**config.mk**
```make
export PLATFORM = sky130hd
export DESIGN_NAME = mem_access_unit
export DESIGN_NICKNAME = d
export VERILOG_FILES = /design/src/rtl/mem_access_unit_pkg.sv /design/src/rtl/mem_access_unit_load_align.sv /design/src/rtl/mem_access_unit.sv
export SDC_FILE = /design/constraint.sdc
export NUM_CORES = 1
export LEC_CHECK = 0
export ABC_AREA = 0
export BUFFER_PORTS_ARGS = -buffer_cell sky130_fd_sc_hd__buf_2
export CAP_MARGIN = 25
export CORE_ASPECT_RATIO = 1.4
export CORE_MARGIN = 3
export CORE_UTILIZATION = 45
export CTS_BUF_LIST = sky130_fd_sc_hd__clkbuf_4 sky130_fd_sc_hd__clkbuf_8
export DETAILED_ROUTE_END_ITERATION = 8
export PLACE_DENSITY = 0.72
export SLEW_MARGIN = 10
export SYNTH_ARGS = -nofsm -noshare
export SYNTH_HDL_FRONTEND = slang
export SYNTH_SLANG_ARGS = --single-unit
```
**constraint.sdc**
```tcl
create_clock -name clk -period 3.9 [get_ports clk]
set_input_delay 1.17 -clock clk [delete_from_list [all_inputs] [get_ports clk]]
set_output_delay 1.17 -clock clk [all_outputs]
set_load 0.02 [all_outputs]
```
**src/rtl/mem_access_unit_pkg.sv**
```systemverilog
// ---------------------------------------------------------------------------
// mem_access_unit_pkg
//  Shared encodings for the MEM-stage load/store engine. The decoder and the
//  WB stage use the same MEM_TYPE_* codes.
//   - MEM_TYPE_* : decoder memory-type codes ([2]=sign-extend, [1:0]=size)
//   - SIZE_*     : bus transfer size codes
//   - mau_state_e: access engine states
//   - is_misaligned / replicate_store: helpers used by the top
// ---------------------------------------------------------------------------
package mem_access_unit_pkg;

   localparam logic [2:0] MEM_TYPE_LB   = 3'b100;
   localparam logic [2:0] MEM_TYPE_LBU  = 3'b000;
   localparam logic [2:0] MEM_TYPE_SB   = 3'b000;
   localparam logic [2:0] MEM_TYPE_LH   = 3'b101;
   localparam logic [2:0] MEM_TYPE_LHU  = 3'b001;
   localparam logic [2:0] MEM_TYPE_SH   = 3'b001;
   localparam logic [2:0] MEM_TYPE_LW   = 3'b010;
   localparam logic [2:0] MEM_TYPE_SW   = 3'b010;
   localparam logic [2:0] MEM_TYPE_NONE = 3'b111;

   localparam logic [1:0] SIZE_BYTE = 2'b00;
   localparam logic [1:0] SIZE_HALF = 2'b01;
   localparam logic [1:0] SIZE_WORD = 2'b10;

   typedef enum logic [1:0] {
      ST_IDLE = 2'b00,
      ST_ADDR = 2'b01,
      ST_DATA = 2'b10,
      ST_HOLD = 2'b11
   } mau_state_e;

   // Half accesses need bit 0 clear, word accesses need bits 1:0 clear.
   function automatic logic is_misaligned(input logic [1:0] size, input logic [1:0] addr_lo);
      logic mis;
      case (size)
         SIZE_HALF: mis = addr_lo[0];
         SIZE_WORD: mis = (addr_lo != 2'b00);
         default:   mis = 1'b0;
      endcase
      return mis;
   endfunction

   // Copy the store operand into every lane so the memory picks the right
   // lane from the address alone.
   function automatic logic [31:0] replicate_store(input logic [1:0] size, input logic [31:0] wdata);
      logic [31:0] rep;
      case (size)
         SIZE_BYTE: rep = {4{wdata[7:0]}};
         SIZE_HALF: rep = {2{wdata[15:0]}};
         default:   rep = wdata;
      endcase
      return rep;
   endfunction

endpackage

```
**src/rtl/mem_access_unit_load_align.sv**
```systemverilog
// ---------------------------------------------------------------------------
// mem_access_unit_load_align
//  Combinational load-lane extraction and extension.
//   rdata   in  32  raw bus read word
//   addr_lo in  2   byte offset of the access
//   size    in  2   SIZE_* code
//   sign    in  1   1 = sign-extend, 0 = zero-extend
//   result  out 32  aligned, extended load value
// ---------------------------------------------------------------------------
module mem_access_unit_load_align
   import mem_access_unit_pkg::*;
(
   input  logic [31:0] rdata,
   input  logic [1:0]  addr_lo,
   input  logic [1:0]  size,
   input  logic        sign,
   output logic [31:0] result
);

   logic [7:0]  byte_s;
   logic [15:0] half_s;

   // Select the addressed lane and extend it to 32 bits.
   always_comb begin
      byte_s = 8'h00;
      half_s = 16'h0000;
      result = 32'h0000_0000;
      case (addr_lo)
         2'b00:   byte_s = rdata[7:0];
         2'b01:   byte_s = rdata[15:8];
         2'b10:   byte_s = rdata[23:16];
         2'b11:   byte_s = rdata[31:24];
         default: byte_s = 8'h00;
      endcase
      if (addr_lo[1]) begin
         half_s = rdata[31:16];
      end else begin
         half_s = rdata[15:0];
      end
      case (size)
         SIZE_BYTE: result = {{24{sign & byte_s[7]}}, byte_s};
         SIZE_HALF: result = {{16{sign & half_s[15]}}, half_s};
         default:   result = rdata;
      endcase
   end

endmodule

```
**src/rtl/mem_access_unit.sv**
```systemverilog
// ---------------------------------------------------------------------------
// mem_access_unit
//  MEM-stage load/store engine on an sram-like bus (req/addr_ok, data_ok).
//  Stalls the pipeline until the access completes, flags misaligned
//  accesses and returns the aligned, extended load value to WB.
//   clk, resetn          clock, synchronous active-low reset
//   mem_read/mem_write   MEM-stage load/store; mem_type = {sign, size}
//   addr, wdata          effective address, store operand
//   flush, advance       pipeline cancel, MEM->WB update
//   stall, load_data     pipeline hold, load result (valid in HOLD)
//   adel, ades           misaligned load/store (combinational, IDLE only)
//   data_*               bus request side and response side
// ---------------------------------------------------------------------------
module mem_access_unit
   import mem_access_unit_pkg::*;
#(
   parameter int ADDR_W = 32
) (
   input  logic              clk,
   input  logic              resetn,
   input  logic              mem_read,
   input  logic              mem_write,
   input  logic [2:0]        mem_type,
   input  logic [ADDR_W-1:0] addr,
   input  logic [31:0]       wdata,
   input  logic              flush,
   input  logic              advance,
   output logic              stall,
   output logic [31:0]       load_data,
   output logic              adel,
   output logic              ades,
   output logic              data_req,
   output logic              data_wr,
   output logic [1:0]        data_size,
   output logic [ADDR_W-1:0] data_addr,
   output logic [31:0]       data_wdata,
   input  logic              data_addr_ok,
   input  logic              data_data_ok,
   input  logic [31:0]       data_rdata
);

   mau_state_e        state_q, state_d;
   logic [ADDR_W-1:0] addr_q, addr_d;
   logic [1:0]        size_q, size_d;
   logic              wr_q, wr_d;
   logic              sign_q, sign_d;
   logic [31:0]       wdata_q, wdata_d;
   logic              cancel_q, cancel_d;
   logic [31:0]       load_data_q, load_data_d;

   logic              op_s;
   logic              misaligned_s;
   logic              launch_s;
   logic [31:0]       align_res_s;

   mem_access_unit_load_align u_load_align (
      .rdata   (data_rdata),
      .addr_lo (addr_q[1:0]),
      .size    (size_q),
      .sign    (sign_q),
      .result  (align_res_s)
   );

   // Decode the incoming MEM-stage request.
   always_comb begin
      op_s         = (mem_read | mem_write) & (mem_type != MEM_TYPE_NONE);
      misaligned_s = is_misaligned(mem_type[1:0], addr[1:0]);
      launch_s     = (state_q == ST_IDLE) & op_s & ~misaligned_s & ~flush;
   end

   // Next-state and captured-field logic.
   always_comb begin
      state_d     = state_q;
      addr_d      = addr_q;
      size_d      = size_q;
      wr_d        = wr_q;
      sign_d      = sign_q;
      wdata_d     = wdata_q;
      cancel_d    = cancel_q;
      load_data_d = load_data_q;
      case (state_q)
         ST_IDLE: begin
            cancel_d = 1'b0;
            if (launch_s) begin
               addr_d  = addr;
               size_d  = mem_type[1:0];
               wr_d    = mem_write;
               sign_d  = mem_type[2];
               wdata_d = replicate_store(mem_type[1:0], wdata);
               state_d = ST_ADDR;
            end else begin
               state_d = ST_IDLE;
            end
         end
         ST_ADDR: begin
            // A flush cannot withdraw a posted request; remember it and drain.
            if (flush) begin
               cancel_d = 1'b1;
            end else begin
               cancel_d = cancel_q;
            end
            if (data_addr_ok) begin
               state_d = ST_DATA;
            end else begin
               state_d = ST_ADDR;
            end
         end
         ST_DATA: begin
            if (data_data_ok) begin
               if (cancel_q | flush) begin
                  cancel_d = 1'b0;
                  state_d  = ST_IDLE;
               end else begin
                  state_d = ST_HOLD;
                  if (!wr_q) begin
                     load_data_d = align_res_s;
                  end else begin
                     load_data_d = load_data_q;
                  end
               end
            end else begin
               if (flush) begin
                  cancel_d = 1'b1;
               end else begin
                  cancel_d = cancel_q;
               end
               state_d = ST_DATA;
            end
         end
         ST_HOLD: begin
            // Wait for WB to take the result; never re-issue from here.
            if (advance | flush) begin
               cancel_d = 1'b0;
               state_d  = ST_IDLE;
            end else begin
               state_d = ST_HOLD;
            end
         end
         default: begin
            cancel_d = 1'b0;
            state_d  = ST_IDLE;
         end
      endcase
   end

   // State and captured-field registers with synchronous reset.
   always_ff @(posedge clk) begin
      if (!resetn) begin
         state_q     <= ST_IDLE;
         addr_q      <= {ADDR_W{1'b0}};
         size_q      <= 2'b00;
         wr_q        <= 1'b0;
         sign_q      <= 1'b0;
         wdata_q     <= 32'h0000_0000;
         cancel_q    <= 1'b0;
         load_data_q <= 32'h0000_0000;
      end else begin
         state_q     <= state_d;
         addr_q      <= addr_d;
         size_q      <= size_d;
         wr_q        <= wr_d;
         sign_q      <= sign_d;
         wdata_q     <= wdata_d;
         cancel_q    <= cancel_d;
         load_data_q <= load_data_d;
      end
   end

   // Pipeline and exception outputs.
   always_comb begin
      stall = launch_s | (state_q == ST_ADDR) | (state_q == ST_DATA);
      adel  = (state_q == ST_IDLE) & op_s & misaligned_s & mem_read;
      ades  = (state_q == ST_IDLE) & op_s & misaligned_s & mem_write;
   end

   // Bus request fields come straight from the captured registers.
   always_comb begin
      data_req   = (state_q == ST_ADDR);
      data_wr    = wr_q;
      data_size  = size_q;
      data_addr  = addr_q;
      data_wdata = wdata_q;
      load_data  = load_data_q;
   end

endmodule

```
==> results.toml, run 1 <==
[clock_network]
numCtsBuffers = 9
holdBufCountCts = 0
root_buffer = "clkbuf_8"
clk_pin_slew_worst_paths_ps = 100
cts_tree = "yes"
clk_latency_ps = 380
h-tree-depth = 3
clock_path_buffers = 2
cts.sinks = 103
cts-resized-gates = 0
cts_setup_buffers = 0

[critical_path]
cp_slowest_cell = "or3_1"
arrival_ps = 2500
cp-start-kind = "input pin"
worst_ep_required_time_ps = 2730
max_stage_delay_ps = 320
cp_cell_sequence = "buf_2, inv_1, ha_1, o21a_1, o21ai_2, and2_2, or3_1, buf_2"
cpLargestDelayFamily = "simple AND/OR/NAND/NOR gates"
end_kind = "output port"
worstPathMaxFanout = 4
path_buf_inv = 3
criticalPathCategory = "input pin to output port"
crit_path_frequent_cell = "buf_2"

[yosys]
ys_seq_area_share_pct = 42.6
synth_most_common_cell = "dfxtp_1"
synthDistinctLibCells = 46
avgSynthCellArea_um2 = 8.69
synth-seq-cells = 103
syn-num-nets = 673
yosys-top-cells-area = "dfxtp_1, mux2i_1, nand2_1"
syn_inst = 557
async_reset_ff_share_pct = 0
synth_area_mm2 = 0.00484
yosys.area.top_type_share_pct = 42.6
synth.top_cells.by_count = "dfxtp_1, nand2_1, a21oi_1, mux2i_1, o21ai_0"
synth_edf_count = 0
ys_warn_count = 0
yosys.area.top_type = "dfxtp_1"
ys.flop_type = "dfxtp_1"

[floorplanning]
fp.dieH_um = 129
ios = 210
initial_core_util_pct = 46.3
die_w_um = 93.7
core_area_mm2 = 0.0105
die_area_mm2 = 0.0121
num_rows = 44

[detailed_routing]
drtIter0Drc = 243
ant_nets = 0
wl_um = 14800
vias = 4913
wire_per_inst_um = 16.9
viasPerCell = 5.59
post-route-drc-count = 0
first_pass_iters = 5

[layout]
antenna_cells = 0
layout-drive-gt1-share_pct = 33.3
nNetsFinal = 852
stdcell_area_mm2 = 0.00611
final_cells = 879
syn_to_final_growth_pct = 26.3

[sta]
worst_slew_pin_slew_ps = 873
clock_skew_ps = 13.5
finalSetupViolCount = 0
max-slew-margin-rel_pct = 41.8
tns_ps = 0
finalCritPeriodShare_pct = 94.0
max_freq_mhz = 273
grt_setup_unrepaired = "false"
layout_min_cycle_time_ps = 3670
drv_slew = 0
finalHoldViolations = 0

[global_routing]
grt_max_degree = 81
antenna_found_initial = 0
overflow = 0
grt_pass1_vias = 4677
grt_pass1_wl_um = 22600
grtUsageTotal_pct = 23.5

[pwr]
powerDensity_mw_per_mm2 = 379
power_mw = 2.32
irDropWorstVdd_uv = 168
leakagePower_nw = 3.06

[place]
dp_cells = 863
dpl-instance-area_mm2 = 0.00593
globalplace.congestion = 0.862
hpwl_um = 10900
io_buffers = 209

[status]
status = "completed"

[hold_path]
hp-class = "register to register"

[run]
drv_cap = 0
[stage by stage]
step,worst slack (ps),utilization (%),hold slack (ps)
after floorplan,175,-,424
after global placement,327,56.7,435
after detailed placement,228,56.7,442
after CTS,227,58.4,460
after global routing,134,58.4,474
final,235,58.4,459
[cells in the final DEF, fill, tap and decap left out, types with 2 or more instances in the layout]
cell,instances
nand2b_1,2
nor2_2,2
buf_2,208
o21ai_1,12
o31ai_1,2
o21ai_0,36
a31o_1,3
clkbuf_8,10
inv_6,4
nor2_1,3
o21a_1,4
dfxtp_1,103
o211a_1,24
a21oi_1,52
mux2i_1,41
nor4bb_1,3
inv_1,8
ha_1,9
o2111a_1,2
a31oi_1,4
nand3_1,33
buf_4,9
a2bb2oi_1,4
nand4_1,14
a22o_1,12
a22oi_1,6
nand2_1,100
nor2b_1,8
mux2_2,3
[per-layer routing]
| layer | vias to the layer above | wire length (µm) | track usage, % |
|---|---|---|---|
| met2 | 233 | 7620 | 41.7 |
| li1 | 2352 | - | - |
| met1 | 2300 | 5670 | 26.6 |
| met5 | - | 0 | 0 |
| met3 | 28 | 1170 | 5.20 |
| met4 | 0 | 388 | 10.7 |
[final timing paths]
| check | startpoint | endpoint | slack, ps | cells after the start |
|---|---|---|---|---|
| hold / removal | sign_q$_SDFFE_PN0P_ | sign_q$_SDFFE_PN0P_ | 460 | 2 |
| setup reg to reg | data_addr[1]$_SDFFE_PN0P_ | load_data[15]$_SDFFE_PN0P_ | 1460 | 4 |
| setup / recovery | mem_type[0] | stall | 230 | 8 |
| hold reg to reg | sign_q$_SDFFE_PN0P_ | sign_q$_SDFFE_PN0P_ | 460 | 2 |
[registers in the layout (all words and copies together), names as in the netlist]
| register | flops |
|---|---|
| data_wr | 1 |
| data_size | 2 |
| data_addr | 32 |
| state_q | 2 |
| cancel_q | 1 |
| sign_q | 1 |
| load_data | 32 |
| data_wdata | 32 |
[power by group]
group / switching, mW / leakage, nW / internal [mW] / total [mW]
Combinational: 0.312 / 2.12 / 0.202 / 0.514
Clock: 0.390 / 0.0981 / 0.259 / 0.650
Sequential: 0.0409 / 0.840 / 1.11 / 1.15
[final cells by class]
| cell class | count | area, µm² |
|---|---|---|
| clock inverter | 6 | 48.8 |
| tap | 138 | 173 |
| inverter | 8 | 30.0 |
| multi-input combinational | 396 | 2530 |
| clock buffer | 10 | 138 |
| sequential | 103 | 2060 |
| fill | 987 | 4350 |
| timing repair buffer | 218 | 1130 |
[cell families (layout without fill, tap and decap cells)]
kind of cell	count (synthesis)	count (layout)	share of synthesized area [%]
compound gates	170	170	23.6
fa+ha+maj	9	9	2.33
buf+inv	58	242	5.30
flops	103	103	42.6
mux	45	45	9.64
simple gates	172	172	16.5
[worst min-delay path, delay by kind of cell, from the launching register on]
family	cells	cell delay [ps]
DFF	1	320
AOI/OAI and AO/OA	1	50
and+or+nand+nor	1	50
No activity file was read; power rests on OpenSTA's default activity.
==> run 2, diff against run 1 <==
REMOVE_ABC_BUFFERS = 1   (was not set)
==> results.toml, run 2 (synthesized netlist as in run 1, its figures left out) <==
[global_routing]
grt_pass1_vias = 4533
grt_pass1_wl_um = 21500
overflow = 0
grt_max_degree = 90
antenna_found_initial = 0
grtUsageTotal_pct = 21.9

[sta]
max-slew-margin-rel_pct = 39.1
whs_ps = 454
worst_slew_pin_slew_ps = 913
max_freq_mhz = 279
finalSetupViolCount = 0
grt_setup_unrepaired = "false"
finalCritPeriodShare_pct = 91.8
setup_ws_ps = 321
clock_skew_ps = 9.04
finalHoldViolations = 0
drv_slew = 0
layout_min_cycle_time_ps = 3580

[detailed_routing]
wl_um = 13700
viasPerCell = 5.48
wire_per_inst_um = 15.5
drtIter0Drc = 164
first_pass_iters = 5
post-route-drc-count = 0
ant_nets = 0
vias = 4818

[critical_path]
arrival_ps = 2410
cp-start-kind = "input pin"
worstPathMaxFanout = 4
end_kind = "output port"
criticalPathCategory = "input pin to output port"
worst_ep_required_time_ps = 2730

[place]
io_buffers = 209
hpwl_um = 9710
dp_cells = 863
globalplace.congestion = 0.817
dpl-instance-area_mm2 = 0.00593
post-place-ws_ps = 317

[clock_network]
root_buffer = "clkbuf_8"
numCtsBuffers = 9
cts_setup_buffers = 0
cts-resized-gates = 0
cts_tree = "yes"
clock_path_buffers = 2
holdBufCountCts = 0
clk_latency_ps = 370
cts.sinks = 103
h-tree-depth = 3
clk_pin_slew_worst_paths_ps = 100

[pwr]
powerDensity_mw_per_mm2 = 383
leakagePower_nw = 3.06
irDropWorstVdd_uv = 177

[floorplanning]
ios = 210
initial_core_util_pct = 46.3
die_w_um = 93.7
core_area_mm2 = 0.0105
die_area_mm2 = 0.0121
num_rows = 44
fp.dieH_um = 129

[layout]
syn_to_final_growth_pct = 26.7
final_cells = 879
final_common_cell = "buf_2"
antenna_cells = 0
postLayoutCoreUtil_pct = 58.6
final_cell_mix = "buf_2, dfxtp_1, nand2_1"
layout-drive-gt1-share_pct = 33.3
stdcell_area_mm2 = 0.00613
nNetsFinal = 852

[hold_path]
hp-class = "register to register"

[status]
status = "completed"

[run]
drv_cap = 0
-- run 2: cell types whose count changed in the layout (fill, tap and decap cells not counted), sizes merged --
cell      before  now
inv           12   10
clkinvlp       0    2
clkinv         2    1
bufinv         0    1
-- run 2: metal layers --
layer,share of wire [%],track usage [%],up-vias,wire length (µm)
met2,49,37.0,199,6750
met3,8.8,6.37,24,1200
met5,0,0,-,0
li1,-,-,2344,-
met1,40,26.0,2251,5420
met4,2.2,9.10,0,297
-- run 2: worst max-delay path: stages --
cell and delay, ps:
buf_2 130, inv_1 80, ha_1 160, o21a_1 190
o21ai_2 90, and2_4 130, or3_1 290, buf_2 160
-- run 2: worst paths after layout --
check	start	endpoint	cells past startpoint	slack, ps
max	mem_type[0]	stall	8	320
min	data_wdata[4]$_SDFFE_PN0P_	data_wdata[4]$_SDFFE_PN0P_	2	450
max reg2reg	state_q[0]$_SDFF_PN0_	data_addr[7]$_SDFFE_PN0P_	7	1490
min reg2reg	data_wdata[4]$_SDFFE_PN0P_	data_wdata[4]$_SDFFE_PN0P_	2	450
-- run 2: metrics by stage --
| stage | setup TNS [ps] | total power [mW] |
|---|---|---|
| 2_1_floorplan | -71110 | 1.47 |
| 6_report | 0 | 2.35 |
| 3_3_place_gp | 0 | 1.67 |
| 5_1_grt | 0 | 2.47 |
| 4_1_cts | 0 | 2.38 |
| 3_5_place_dp | 0 | 1.68 |
-- run 2: layout make-up --
| cell class | instances | area (µm²) |
|---|---|---|
| fillers | 987 | 4330 |
| multi-input cells | 396 | 2530 |
| repair buffers | 218 | 1130 |
| clock buffers | 10 | 138 |
| clock inverters | 6 | 67.6 |
| flip-flops and latches | 103 | 2060 |
| inverters | 8 | 30.0 |
| well taps | 138 | 173 |
-- run 2: where the power goes --
group | switching [mW] | internal [mW] | leakage [nW]
clock | 0.375 | 0.318 | 0.0993
sequential | 0.0363 | 1.11 | 0.840
combinational | 0.306 | 0.203 | 2.12
total | 0.717 | 1.63 | 3.06
